File: src/rtl/tcdm_bank_responder_if.sv
// Core-data request/response bus plus SRAM bank port of one TCDM bank responder.
// The slave modport is the responder's view; master is the requester/bank side.
interface tcdm_bank_responder_if #(
    parameter int DataWidth = 32,
    parameter int AddrWidth = 12,
    parameter int IdWidth   = 4
);
    localparam int ByteOffset = $clog2(DataWidth / 8);

    logic                          req_i;
    logic                          gnt_o;
    logic [AddrWidth-1:0]          addr_i;
    logic                          wen_i;
    logic [DataWidth/8-1:0]        be_i;
    logic [DataWidth-1:0]          wdata_i;
    logic [IdWidth-1:0]            id_i;

    logic                          resp_valid_o;
    logic                          resp_ready_i;
    logic [DataWidth-1:0]          resp_rdata_o;
    logic [IdWidth-1:0]            resp_id_o;
    logic                          resp_wen_o;

    logic                          mem_req_o;
    logic                          mem_we_o;
    logic [AddrWidth-ByteOffset-1:0] mem_addr_o;
    logic [DataWidth-1:0]          mem_wdata_o;
    logic [DataWidth-1:0]          mem_be_o;
    logic [DataWidth-1:0]          mem_rdata_i;

    modport slave (
        input  req_i, addr_i, wen_i, be_i, wdata_i, id_i, resp_ready_i, mem_rdata_i,
        output gnt_o, resp_valid_o, resp_rdata_o, resp_id_o, resp_wen_o,
        output mem_req_o, mem_we_o, mem_addr_o, mem_wdata_o, mem_be_o
    );

    modport master (
        output req_i, addr_i, wen_i, be_i, wdata_i, id_i, resp_ready_i, mem_rdata_i,
        input  gnt_o, resp_valid_o, resp_rdata_o, resp_id_o, resp_wen_o,
        input  mem_req_o, mem_we_o, mem_addr_o, mem_wdata_o, mem_be_o
    );
endinterface

File: src/rtl/tcdm_bank_responder.sv
// TCDM bank responder: grants core requests against a response credit counter,
// drives the SRAM, and returns one in-order tagged response per request.
module tcdm_bank_responder #(
    parameter int DataWidth = 32,
    parameter int AddrWidth = 12,
    parameter int IdWidth   = 4,
    parameter int RespDepth = 2
) (
    input  logic clk_i,
    input  logic rst_i,
    tcdm_bank_responder_if.slave bus
);
    localparam int ByteOffset = $clog2(DataWidth / 8);
    localparam int NumBytes   = DataWidth / 8;
    localparam int CntW       = $clog2(RespDepth + 1);
    localparam int PtrW       = (RespDepth > 1) ? $clog2(RespDepth) : 1;

    typedef struct packed {
        logic [DataWidth-1:0] rdata;
        logic [IdWidth-1:0]   id;
        logic                 wen;
    } resp_t;

    logic [CntW-1:0]    cnt;
    logic [CntW-1:0]    fifo_cnt;
    logic [PtrW-1:0]    wptr;
    logic [PtrW-1:0]    rptr;
    logic               inflight;
    logic               inflight_wen;
    logic [IdWidth-1:0] inflight_id;
    resp_t              fifo_q [RespDepth];

    logic  grant;
    logic  fifo_empty;
    logic  resp_valid;
    logic  resp_hs;
    logic  push;
    logic  pop;
    resp_t cur;
    resp_t head;
    resp_t resp;

    function automatic logic [PtrW-1:0] ptr_next(input logic [PtrW-1:0] p);
        return (p == PtrW'(RespDepth - 1)) ? '0 : p + PtrW'(1);
    endfunction

    // Credits cover in-flight plus buffered responses, so a grant never
    // outruns FIFO space; no path from resp_ready_i into the grant.
    assign grant     = bus.req_i & ~rst_i & (cnt < CntW'(RespDepth));
    assign bus.gnt_o = grant;

    assign bus.mem_req_o   = grant;
    assign bus.mem_we_o    = bus.wen_i;
    assign bus.mem_addr_o  = bus.addr_i[AddrWidth-1:ByteOffset];
    assign bus.mem_wdata_o = bus.wdata_i;

    for (genvar b = 0; b < NumBytes; b++) begin : g_be
        assign bus.mem_be_o[8*b +: 8] = {8{bus.be_i[b]}};
    end

    assign cur.rdata = inflight_wen ? '0 : bus.mem_rdata_i;
    assign cur.id    = inflight_id;
    assign cur.wen   = inflight_wen;

    assign fifo_empty = (fifo_cnt == '0);
    assign head       = fifo_q[rptr];
    assign resp       = fifo_empty ? cur : head;

    assign resp_valid = ~rst_i & (inflight | ~fifo_empty);
    assign resp_hs    = resp_valid & bus.resp_ready_i;
    // The SRAM word is only valid for one cycle: park it whenever it cannot
    // leave directly, and queue behind older buffered responses.
    assign push       = inflight & (~fifo_empty | ~bus.resp_ready_i);
    assign pop        = ~fifo_empty & bus.resp_ready_i;

    assign bus.resp_valid_o = resp_valid;
    assign bus.resp_rdata_o = resp.rdata;
    assign bus.resp_id_o    = resp.id;
    assign bus.resp_wen_o   = resp.wen;

    always_ff @(posedge clk_i) begin
        if (rst_i) begin
            cnt          <= '0;
            fifo_cnt     <= '0;
            wptr         <= '0;
            rptr         <= '0;
            inflight     <= 1'b0;
            inflight_id  <= '0;
            inflight_wen <= 1'b0;
        end else begin
            inflight <= grant;
            if (grant) begin
                inflight_id  <= bus.id_i;
                inflight_wen <= bus.wen_i;
            end
            case ({grant, resp_hs})
                2'b10:   cnt <= cnt + CntW'(1);
                2'b01:   cnt <= cnt - CntW'(1);
                default: cnt <= cnt;
            endcase
            case ({push, pop})
                2'b10:   fifo_cnt <= fifo_cnt + CntW'(1);
                2'b01:   fifo_cnt <= fifo_cnt - CntW'(1);
                default: fifo_cnt <= fifo_cnt;
            endcase
            if (push) wptr <= ptr_next(wptr);
            if (pop)  rptr <= ptr_next(rptr);
        end
    end

    always_ff @(posedge clk_i) begin
        if (push) fifo_q[wptr] <= cur;
    end
endmodule

File: src/flat_wrapper.sv
// flat-port wrapper written by rule: the top's interface ports become plain ports
module tcdm_bank_responder_flat 
#(
    parameter int DataWidth = 32,
    parameter int AddrWidth = 12,
    parameter int IdWidth   = 4,
    parameter int RespDepth = 2
)
  (clk_i, rst_i, bus_req_i, bus_addr_i, bus_wen_i, bus_be_i, bus_wdata_i, bus_id_i, bus_resp_ready_i, bus_mem_rdata_i, bus_gnt_o, bus_resp_valid_o, bus_resp_rdata_o, bus_resp_id_o, bus_resp_wen_o, bus_mem_req_o, bus_mem_we_o, bus_mem_addr_o, bus_mem_wdata_o, bus_mem_be_o);
  tcdm_bank_responder_if #(.DataWidth(DataWidth), .AddrWidth(AddrWidth), .IdWidth(IdWidth)) bus_i ();
  input  logic clk_i;
  input  logic rst_i;
  input wire logic [$bits(bus_i.req_i)-1:0] bus_req_i;
  input wire logic [$bits(bus_i.addr_i)-1:0] bus_addr_i;
  input wire logic [$bits(bus_i.wen_i)-1:0] bus_wen_i;
  input wire logic [$bits(bus_i.be_i)-1:0] bus_be_i;
  input wire logic [$bits(bus_i.wdata_i)-1:0] bus_wdata_i;
  input wire logic [$bits(bus_i.id_i)-1:0] bus_id_i;
  input wire logic [$bits(bus_i.resp_ready_i)-1:0] bus_resp_ready_i;
  input wire logic [$bits(bus_i.mem_rdata_i)-1:0] bus_mem_rdata_i;
  output wire logic [$bits(bus_i.gnt_o)-1:0] bus_gnt_o;
  output wire logic [$bits(bus_i.resp_valid_o)-1:0] bus_resp_valid_o;
  output wire logic [$bits(bus_i.resp_rdata_o)-1:0] bus_resp_rdata_o;
  output wire logic [$bits(bus_i.resp_id_o)-1:0] bus_resp_id_o;
  output wire logic [$bits(bus_i.resp_wen_o)-1:0] bus_resp_wen_o;
  output wire logic [$bits(bus_i.mem_req_o)-1:0] bus_mem_req_o;
  output wire logic [$bits(bus_i.mem_we_o)-1:0] bus_mem_we_o;
  output wire logic [$bits(bus_i.mem_addr_o)-1:0] bus_mem_addr_o;
  output wire logic [$bits(bus_i.mem_wdata_o)-1:0] bus_mem_wdata_o;
  output wire logic [$bits(bus_i.mem_be_o)-1:0] bus_mem_be_o;
  assign bus_i.req_i = bus_req_i;
  assign bus_i.addr_i = bus_addr_i;
  assign bus_i.wen_i = bus_wen_i;
  assign bus_i.be_i = bus_be_i;
  assign bus_i.wdata_i = bus_wdata_i;
  assign bus_i.id_i = bus_id_i;
  assign bus_i.resp_ready_i = bus_resp_ready_i;
  assign bus_i.mem_rdata_i = bus_mem_rdata_i;
  assign bus_gnt_o = bus_i.gnt_o;
  assign bus_resp_valid_o = bus_i.resp_valid_o;
  assign bus_resp_rdata_o = bus_i.resp_rdata_o;
  assign bus_resp_id_o = bus_i.resp_id_o;
  assign bus_resp_wen_o = bus_i.resp_wen_o;
  assign bus_mem_req_o = bus_i.mem_req_o;
  assign bus_mem_we_o = bus_i.mem_we_o;
  assign bus_mem_addr_o = bus_i.mem_addr_o;
  assign bus_mem_wdata_o = bus_i.mem_wdata_o;
  assign bus_mem_be_o = bus_i.mem_be_o;
  tcdm_bank_responder #(.DataWidth(DataWidth), .AddrWidth(AddrWidth), .IdWidth(IdWidth), .RespDepth(RespDepth)) u_core (.clk_i(clk_i), .rst_i(rst_i), .bus(bus_i));
endmodule
File: config.mk
export PLATFORM = sky130hd
export DESIGN_NAME = tcdm_bank_responder_flat
export DESIGN_NICKNAME = d
export VERILOG_FILES = /design/src/rtl/tcdm_bank_responder_if.sv /design/src/rtl/tcdm_bank_responder.sv /design/src/flat_wrapper.sv
export SDC_FILE = /design/constraint.sdc
export NUM_CORES = 1
export LEC_CHECK = 0
export BUFFER_PORTS_ARGS = -buffer_cell sky130_fd_sc_hd__buf_4
export CAP_MARGIN = 15
export CORE_ASPECT_RATIO = 1.25
export CORE_UTILIZATION = 50
export CTS_BUF_LIST = sky130_fd_sc_hd__clkbuf_8
export DETAILED_ROUTE_END_ITERATION = 6
export PLACE_DENSITY_LB_ADDON = 0.2
export SYNTH_ARGS = -nofsm -noshare
export SYNTH_HDL_FRONTEND = slang
export SYNTH_SLANG_ARGS = --single-unit
File: constraint.sdc
create_clock -name clk_i -period 5.14 [get_ports clk_i]
set_input_delay 1.028 -clock clk_i [delete_from_list [all_inputs] [get_ports clk_i]]
set_output_delay 1.028 -clock clk_i [all_outputs]
set_load 0.02 [all_outputs]
* After elaboration in Yosys (flattened, before gate mapping)
Memories as Yosys holds them, arrays and structs flattened. A register that Yosys moved wholly into a read port is not among the register bits.
Cells that the tools add are included.
** Storage, ports and cells
- Flip-flop bits (word level) :: 12
- Logic and storage cells :: 43
- Input port bits :: 89
- Memories :: 1
- Memory bits (writable) :: 74
** Memory list
- u_core.fifo_q :: words 2, width 37, read ports 1, clocked after Yosys merged registers in 1, write ports 1, RTL line tcdm_bank_responder.sv:31 : resp_t fifo_q [RespDepth];
** Cells by class
- Equal/unequal tests :: 4
- $add $sub $neg :: 6
- Magnitude comparators :: 1
- Bitwise logic cells :: 11
- Multiplexer cells :: 10
- Reductions and logical operators :: 3
** Operators by type and width (count)
- 37-bit 2-to-1 mux :: 1
- 32-bit 2-to-1 mux :: 1
- 2-bit case mux with 2 select lines :: 2
- 1-bit AND :: 6
- 1-bit 2-to-1 mux :: 6
- 2-bit by 1-bit adder with 2-bit output, second input constant :: 2
- 2-bit by 1-bit == test with 1-bit output, second input constant :: 2
- 2-bit == test, second input constant :: 2
- 2-bit nonzero test :: 2
- 2-bit by 1-bit subtractor with 2-bit output, second input constant :: 2
- 1-bit NOT :: 3
- 1-bit adder, second input constant :: 2
- 2-bit logical NOT :: 1
- 2-bit less-than comparator, second input constant :: 1
- 1-bit bitwise OR :: 2

* Depth between registers and ports, before layout
Gate-level depths: netlist of run 1.
- Word-level depth :: 7
- Mapped depth :: 9
- Depth with buffers taken out :: 7

* Worst setup path before layout of run 1
Ideal clock, no wire load.
- Path type :: input to register
- Start :: input port bus_resp_ready_i
- End :: memory u_core.fifo_q[1][0] in the netlist's numbering, enable pin
- Stages on the path :: 3
- Arrival time :: 2.773 ns
- Buffers on the path :: 0
- Required time :: 4.709 ns
- Path slack :: 1.936 ns
- Path through :: inv_1 -> o21ai_4 -> nor2_1
** On the way
- Word-level cells in the longest chain between the ends :: 5
** RTL lines
- start: declaration :: RTL line flat_wrapper.sv:19 : input wire logic [$bits(bus_i.resp_ready_i)-1:0] bus_resp_ready_i;
- 1-bit NOT :: RTL line tcdm_bank_responder.sv:73 : assign push = inflight & (~fifo_empty | ~bus.resp_ready_i);
- 1-bit bitwise OR :: RTL line tcdm_bank_responder.sv:73
- 1-bit AND :: RTL line tcdm_bank_responder.sv:73
- 1-bit 2-to-1 mux :: RTL line tcdm_bank_responder.sv:112 : if (push) fifo_q[wptr] <= cur;
- 1-bit 2-to-1 mux (implied by the code) :: RTL line tcdm_bank_responder.sv:112
- end: declaration :: RTL line tcdm_bank_responder.sv:31
Every way passes these cells.

* Worst setup path after layout of run 1
- Start :: register u_core.fifo_cnt[0]
- End :: output port bus_resp_rdata_o[27]
** On the way
- Word-level cells in the longest chain between the ends :: 2
** RTL lines
- start: declaration :: RTL line tcdm_bank_responder.sv:25 : logic [CntW-1:0] fifo_cnt;
- start signal: assignment :: RTL line tcdm_bank_responder.sv:102 : 2'b10: fifo_cnt <= fifo_cnt + CntW'(1);
- start signal: assignment :: RTL line tcdm_bank_responder.sv:103 : 2'b01: fifo_cnt <= fifo_cnt - CntW'(1);
- start signal: assignment :: RTL line tcdm_bank_responder.sv:104 : default: fifo_cnt <= fifo_cnt;
- 2-bit logical NOT :: RTL line tcdm_bank_responder.sv:65 : assign fifo_empty = (fifo_cnt == '0);
- 37-bit 2-to-1 mux :: RTL line tcdm_bank_responder.sv:67 : assign resp = fifo_empty ? cur : head;
- end: declaration :: RTL line flat_wrapper.sv:23 : output wire logic [$bits(bus_i.resp_rdata_o)-1:0] bus_resp_rdata_o;
Every way passes these cells.

==> metrics.md, run 1 <==
| Metric | Value |
|---|---|
| Unrepaired setup endpoints after global routing | `false` |
| DP Worst Slack | `2.06 ns` |
| Post-Syn Instances | `roughly 370` |
| Area used by sequential logic in the layout | `0.00248 sq mm` |
| Routability cong. | `0.713` |
| CTS resizes | `0` |
| Count of distinct cell types in the synthesized netlist | `25` |
| Main area contributors after synthesis | `sky130_fd_sc_hd__edfxtp_1 (51%), sky130_fd_sc_hd__buf_4 (13%), sky130_fd_sc_hd__mux2i_1 (8.4%), sky130_fd_sc_hd__dfxtp_1 (5.9%), sky130_fd_sc_hd__nor2b_1 (4.6%)` |
| Buffers on Ports | `81` |
| CTS tree | `done` |
| Kind of cell with the highest combined delay on the critical path | `simple AND/OR/NAND/NOR gates` |
| Longest individual stage delay on the worst path | `0.72 ns` |
| Status | `complete, no violations` |
| Final TNS setup | `0 ns` |
| Ordered list of cells on the worst path | `or2_2, buf_4, nor2_1, a21oi_1, buf_4` |
| Antenna violations before repair | `0` |
| Area of combinational cells with multiple inputs | `between 0.001 and 0.0015 sq mm` |
| Antenna fix cells | `0` |
| Achievable clock frequency | `293 MHz` |
| Wire length after detailed routing | `~7400 um` |
| Number of hold violations in the final report | `0` |
| Flip-flop and latch count after synthesis | `87` |
| Clock insertion delay at the later pin of the skew report | `0.35 ns` |
| Final setup vio count | `0` |
| Startpoint of the lowest-slack hold path | `u_core.cnt[1]` |
| Proportion of netlist area held by the largest area contributor | `0.506` |
| CP Class | `reg2out` |
| Worst reg2reg startpoint | `u_core.fifo_cnt[0]` |
| Drt drc | `0` |
| H-tree lvl count | `3` |
| Inst Count DP | `481` |
| Buffer depth of the longest clock path | `2` |
| Required time of the critical path | `4.11 ns` |
| Post-Layout Inst Area | `0.00474 sq mm` |
| Commonest cells after routing, fill and taps aside | `sky130_fd_sc_hd__buf_4 (85), sky130_fd_sc_hd__edfxtp_1 (74), sky130_fd_sc_hd__nor2_1 (42), sky130_fd_sc_hd__mux2i_1 (37), sky130_fd_sc_hd__a21oi_1 (36)` |
| Most frequent cell on the critical path | `sky130_fd_sc_hd__buf_4` |
| Largest net degree at the start of global routing | `48` |
| Count of hold-fix buffers inserted at cts | `0` |
| Hold endpoint | `u_core.inflight` |
| Post-Place Cell Area | `0.00448 sq mm` |
| Final routed wire length divided by cell count | `approximately 15 um` |
| Number of max-slew violations in the final report | `0` |
| Number of instances on the worst hold path | `1` |
| Num rows | `37` |
| Maximum net fanout on the critical path | `47` |
| # IOs | `204` |
| Tightest slew margin relative to the limit | `0.412` |
| Seq/Total Area, Yosys | `0.566` |
| Leakage Power | `1.74 nW` |
| Terminus of the critical flop-to-flop path | `u_core.fifo_q[0][22]` |
| Final-layout fill cell count | `740` |
| Clock root buffer | `sky130_fd_sc_hd__clkbuf_8` |
| Worst reg2reg path depth | `4` |
| Global-route wire length before repair | `11,500 um` |
| Area overhead of the layout relative to synthesis | `8.07%` |
| Crit path buffers/inverters | `2` |
| Number of warnings printed during yosys synthesis | `0` |
| Crit path max-delay cell type | `sky130_fd_sc_hd__or2_2` |
| Final Worst Setup Slack | `roughly 1.7 ns` |
| Most frequent standard cell in the layout excluding fill and tap cells | `sky130_fd_sc_hd__buf_4` |
| Die Width | `85.8 um` |
| Via-to-Cell Ratio | `4.90` |
| Arrival time of the worst setup path | `2.39 ns` |
| Worst VDD drop | `approximately 270 uV` |
| Final antenna-violating net count | `0` |
| Total power | `2.25 mW` |
| Critical Path Start Type | `flip-flop` |
| Period utilisation layout | `0.664` |
| Drt first-iter violations | `94` |
| Clock edge transition at the registers on the reported setup and hold paths | `roughly 0.080 ns` |
| HPWL after detailed placement | `4590 um` |
| Placeable core area | `0.00838 sq mm` |
| DR pass1 iterations | `4` |
| Fraction of final layout cells with drive strength greater than 1 | `0.298` |
| Number of clock sinks | `87` |
| Effective utilization at floorplan | `0.524` |
| Synthesized area per cell | `between 10 and 15 sq um` |
| Total CTS buffers | `9` |
| Worst-case register-to-register setup slack | `2.77 ns` |
| Count of max-cap constraint violations | `0` |
| Non-filler cells in the finished layout | `499` |
| Pin slew with the least headroom to its limit | `0.882 ns` |
| Endpoint type of the worst setup path | `output pin` |
| Die area | `approximately 0.0092 sq mm` |
| Gr ovfl total | `0` |
| Post-route minimum period | `approximately 3.4 ns` |
| Net count after synthesis | `464` |
| # Post-CTS Setup Buffers | `0` |
| Final net count | `about 470` |
| Power density normalized to cell area | `474 mW/mm^2` |
| Final worst clock skew | `~0.0057 ns` |
| Via count of the first global-routing pass | `2,340` |
| Class of the most critical hold timing path | `reg2reg` |
| Synth Cell Area | `about 0.0044 sq mm` |
| Routed via count | `2,444` |
| Vertical die dimension | `107 um` |
| Leading area contributor after synthesis | `sky130_fd_sc_hd__edfxtp_1` |
| Global-route total usage across every layer | `0.169` |
## state kept, by name, indices dropped and copies added, names as in the netlist, named ones only
signal,count
u_core.inflight,1
u_core.cnt,2
u_core.inflight_wen,1
u_core.fifo_cnt,2
u_core.inflight_id,4
u_core.fifo_q,74
u_core.rptr,1
u_core.wptr,1
## cell type report
type,instances,share of cell area
inverters,4,0.00317
multi-input cells,188,0.253
repair buffers,87,0.145
clock inverters,7,0.0185
clock buffers,9,0.0261
flip-flops and latches,87,0.524
well taps,117,0.0309
## per-stage QoR
step	util	hold WS [ns]
after floorplan	-	0.431
after global placement	0.535	0.452
after detailed placement	0.535	0.459
after CTS	0.560	0.473
after global routing	0.566	0.504
final	0.566	0.470
## how the worst max path moves through the flow
stage                             startpoint                    to  slack [ns]  cells past startpoint
final                     u_core.fifo_cnt[0]  bus_resp_rdata_o[27]        1.73                      5
after global routing      u_core.fifo_cnt[0]  bus_resp_rdata_o[27]        1.49                      5
after CTS                 u_core.fifo_cnt[0]  bus_resp_rdata_o[27]        1.66                      5
after detailed placement  u_core.fifo_cnt[0]  bus_resp_rdata_o[27]        2.06                      5
after global placement    u_core.fifo_cnt[0]  bus_resp_rdata_o[27]        2.06                      5
after floorplan             bus_resp_ready_i   u_core.fifo_q[1][0]        1.94                      3
## cell families after synthesis
logic type      count (synthesis)  synth area share
compound gates                 48            0.0599
buf+inv                        98             0.164
simple gates                   95             0.108
mux                            38            0.0869
xor+xnor                        5           0.00998
flops                          87             0.566
fa+ha+maj                       2           0.00570
## report_power, final
part	internal, mW	leakage [nW]	switching (mW)
clock network	0.270	0.109	0.236
logic	0.361	0.846	0.520
registers	0.828	0.787	0.0346
total	1.46	1.74	0.791
## layer usage
layer | track usage | share of wire | vias up
met5 | 0 | 0 | -
met4 | 0.127 | 0.046 | 0
met3 | 0.0377 | 0.053 | 32
met2 | 0.269 | 0.49 | 80
met1 | 0.199 | 0.41 | 1111
li1 | - | - | 1221
## Yosys cell counts, drive strengths merged
master  instances
buf            90
edfxtp         74
nor2           47
a21oi          39
mux2i          37
nor2b          32
dfxtp          13
o21ai           9
nand2           5
nand2b          5
clkbuf          4
inv             4
xor2            3
ha              2
nor3b           2
or3             2
xnor2           2
mux2            1
nor3            1
or2             1
Note: power is estimated with default switching activity, not from simulation.
==> inputs of run 2 (changes only) <==
--- a/config.mk
+++ b/config.mk
@@ -8,7 +8,7 @@
 export BUFFER_PORTS_ARGS = -buffer_cell sky130_fd_sc_hd__buf_4
 export CAP_MARGIN = 15
 export CORE_ASPECT_RATIO = 1.25
-export CORE_UTILIZATION = 50
+export CORE_UTILIZATION = 48
 export CTS_BUF_LIST = sky130_fd_sc_hd__clkbuf_8
 export DETAILED_ROUTE_END_ITERATION = 6
 export PLACE_DENSITY_LB_ADDON = 0.2
==> constraint.sdc (replaced) <==
create_clock -name clk_i -period 3.2 [get_ports clk_i]
set_input_delay 0.64 -clock clk_i [delete_from_list [all_inputs] [get_ports clk_i]]
set_output_delay 0.64 -clock clk_i [all_outputs]
set_load 0.02 [all_outputs]
==> run 2 against run 1 <==
  * Count of clock-buffer cells in the layout unchanged
  * Sequential power up 62%
  * First-iteration DRC count down 9.6%
  * Via count down 1.4%
  * Cell area down 0.77%
  * Core utilization down 3.1 points
  * Critical path type unchanged
  * Highest routed layer unchanged
==> metrics.md, run 2 (same netlist as run 1, synthesis figures left out) <==
| Metric | Value |
|---|---|
| Status | `complete, no violations (unchanged)` |
| # Post-CTS Setup Buffers | `0 (unchanged)` |
| Largest net degree at the start of global routing | `49 (was 48)` |
| Achievable clock frequency | `402 MHz` |
| Part of the power in the clock network | `0.184 (was 0.225)` |
| Final worst clock skew | `0.00938 ns (was 0.00571 ns)` |
| Sequential group share of total power | `0.404 (was 0.383)` |
| Count of hold-fix buffers inserted at cts | `0 (unchanged)` |
| Non-filler cells in the finished layout | `505 (was 499)` |
| Final antenna-violating net count | `0 (unchanged)` |
| Gr ovfl total | `0 (unchanged)` |
| Final Worst Setup Slack | `0.710 ns (was 1.73 ns)` |
| Required time of the critical path | `2.56 ns (was 4.11 ns)` |
| Die Width | `87.5 um (was 85.8 um)` |
| Number of max-slew violations in the final report | `0 (unchanged)` |
| Maximum net fanout on the critical path | `21 (was 47)` |
| Pin slew with the least headroom to its limit | `0.579 ns (was 0.882 ns)` |
| Inst Count DP | `489 (was 481)` |
| Largest registers | `u_core.fifo_q (74), u_core.inflight_id (4) (unchanged)` |
| Clock edge transition at the registers on the reported setup and hold paths | `0.08 ns (about the same)` |
| Net switching fraction of the power | `0.364 (was 0.351)` |
| Worst reg2reg path depth | `6 (was 4)` |
| Period utilisation layout | `0.778` |
| DR pass1 iterations | `6 (was 4)` |
| Final routed wire length divided by cell count | `14.9 um (was 14.7 um)` |
| Effective utilization at floorplan | `0.499 (was 0.524)` |
| Power density normalized to cell area | `737 mW/mm^2 (was 474 mW/mm^2)` |
| Global-route wire length before repair | `11,600 um (was 11,500 um)` |
| Most frequent standard cell in the layout excluding fill and tap cells | `sky130_fd_sc_hd__buf_4 (unchanged)` |
| Wire length after detailed routing | `7540 um (was 7350 um)` |
| CP Class | `reg2out (unchanged)` |
| Clock insertion delay at the later pin of the skew report | `0.36 ns (was 0.35 ns)` |
| P_sw | `1.26 mW (was 0.791 mW)` |
| Endpoint type of the worst setup path | `output pin (unchanged)` |
| Commonest cells after routing, fill and taps aside | `sky130_fd_sc_hd__buf_4 (88), sky130_fd_sc_hd__edfxtp_1 (74), sky130_fd_sc_hd__nor2_1 (42), sky130_fd_sc_hd__mux2i_1 (37), sky130_fd_sc_hd__a21oi_1 (36) (was sky130_fd_sc_hd__buf_4 (85), sky130_fd_sc_hd__edfxtp_1 (74), sky130_fd_sc_hd__nor2_1 (42), sky130_fd_sc_hd__mux2i_1 (37), sky130_fd_sc_hd__a21oi_1 (36))` |
| H-tree lvl count | `3 (unchanged)` |
| Arrival time of the worst setup path | `1.85 ns (was 2.39 ns)` |
| Antenna fix cells | `0 (unchanged)` |
| Gate power share | `0.413 (was 0.392)` |
| Number of clock sinks | `87 (unchanged)` |
| Num rows | `38 (was 37)` |
| Fin util | `0.535 (was 0.566)` |
| Post-Place Cell Area | `0.00455 sq mm (was 0.00448 sq mm)` |
| Via count of the first global-routing pass | `2,349 (was 2,340)` |
| Total power | `3.47 mW (was 2.25 mW)` |
| Post-route minimum period | `2.49 ns` |
| Class of the most critical hold timing path | `in2reg (was reg2reg)` |
| DP Worst Slack | `1.06 ns (was 2.06 ns)` |
| Final net count | `471 (was 468)` |
| CTS tree | `done (unchanged)` |
| Buffer depth of the longest clock path | `2 (unchanged)` |
| Hold Worst Slack | `0.469 ns (was 0.470 ns)` |
| Post-Layout Inst Area | `0.00471 sq mm (was 0.00474 sq mm)` |
| Area overhead of the layout relative to synthesis | `7.24% (was 8.07%)` |
| Global-route total usage across every layer | `0.166 (was 0.169)` |
| Routability cong. | `0.718 (was 0.713)` |
| Drt drc | `0 (unchanged)` |
| HPWL after detailed placement | `5040 um (was 4590 um)` |
| # IOs | `204 (unchanged)` |
| Leakage Power | `1.73 nW (was 1.74 nW)` |
| Routed via count | `2,410 (was 2,444)` |
| Number of instances on the worst hold path | `3 (was 1)` |
| Drt first-iter violations | `85 (was 94)` |
| Internal Dissipation | `2.21 mW (was 1.46 mW)` |
| Buffers on Ports | `81 (unchanged)` |
| Unrepaired setup endpoints after global routing | `false (unchanged)` |
| Final setup vio count | `0 (unchanged)` |
| CTS resizes | `0 (unchanged)` |
| Register ranked first by flip-flop count | `u_core.fifo_q (unchanged)` |
| Number of hold violations in the final report | `0 (unchanged)` |
| Die area | `0.00953 sq mm (was 0.00916 sq mm)` |
| Total CTS buffers | `9 (unchanged)` |
| Antenna violations before repair | `0 (unchanged)` |
| Clock root buffer | `sky130_fd_sc_hd__clkbuf_8 (unchanged)` |
| Final TNS setup | `0 ns (unchanged)` |
| Number of flip-flops under the largest register name | `74 (unchanged)` |
| Critical Path Start Type | `flip-flop (unchanged)` |
| Fraction of final layout cells with drive strength greater than 1 | `0.294 (was 0.298)` |
| Placeable core area | `0.00880 sq mm (was 0.00838 sq mm)` |
| Via-to-Cell Ratio | `4.77 (was 4.90)` |
| Count of max-cap constraint violations | `0 (unchanged)` |
| Vertical die dimension | `109 um (was 107 um)` |
| Worst VDD drop | `288 uV (was 266 uV)` |
| Tightest slew margin relative to the limit | `0.614 (was 0.412)` |
## run 2: changes by cell type in the layout (fill, tap and decap cells not counted), moves of 2 or more
cell | before | now
sky130_fd_sc_hd__buf_4 | 85 | 88
sky130_fd_sc_hd__bufinv_16 | 2 | 0
sky130_fd_sc_hd__clkinv_1 | 0 | 2
sky130_fd_sc_hd__clkinv_2 | 4 | 2
sky130_fd_sc_hd__inv_1 | 4 | 6
## run 2: power by group through the flow
| stage | registers, mW | logic (mW) | clock network [mW] |
|---|---|---|---|
| after floorplan | 1.38 | 1.15 | 0 |
| after global placement | 1.42 | 1.44 | 0 |
| after detailed placement | 1.43 | 1.45 | 0 |
| after CTS | 1.40 | 1.46 | 0.661 |
| after global routing | 1.41 | 1.56 | 0.710 |
| final | 1.40 | 1.43 | 0.637 |
## run 2: layer usage
| layer | part of all wire | track usage | vias to the layer above |
|---|---|---|---|
| met3 | 0.060 | 0.0386 | 34 |
| li1 | - | - | 1220 |
| met1 | 0.40 | 0.189 | 1077 |
| met4 | 0.037 | 0.118 | 0 |
| met2 | 0.50 | 0.273 | 79 |
| met5 | 0 | 0 | - |
## run 2: critical path, cell delays in order, from the launching register on
cell,delay (ns)
sky130_fd_sc_hd__dfxtp_2,0.70
sky130_fd_sc_hd__buf_12,0.28
sky130_fd_sc_hd__mux2i_1,0.25
sky130_fd_sc_hd__a21oi_2,0.08
sky130_fd_sc_hd__buf_4,0.17
## run 2: final timing paths
| check | startpoint | endpoint | slack (ns) |
|---|---|---|---|
| min | bus_id_i[2] | u_core.inflight_id[2] | 0.47 |
| max reg2reg | u_core.fifo_cnt[1] | u_core.fifo_cnt[1] | 1.24 |
| max | flip-flop | bus_resp_rdata_o[24] | 0.71 |
| min reg2reg | u_core.cnt[1] | u_core.inflight | 0.47 |
## run 2: area by class of cell
cell class / count / area [sq um]
well taps: 120 / 150
fillers: 793 / 4090
clock inverters: 7 / 32.5
clock buffers: 9 / 124
flip-flops and latches: 87 / 2480
inverters: 4 / 15.0
multi-input cells: 188 / 1200
repair buffers: 90 / 701
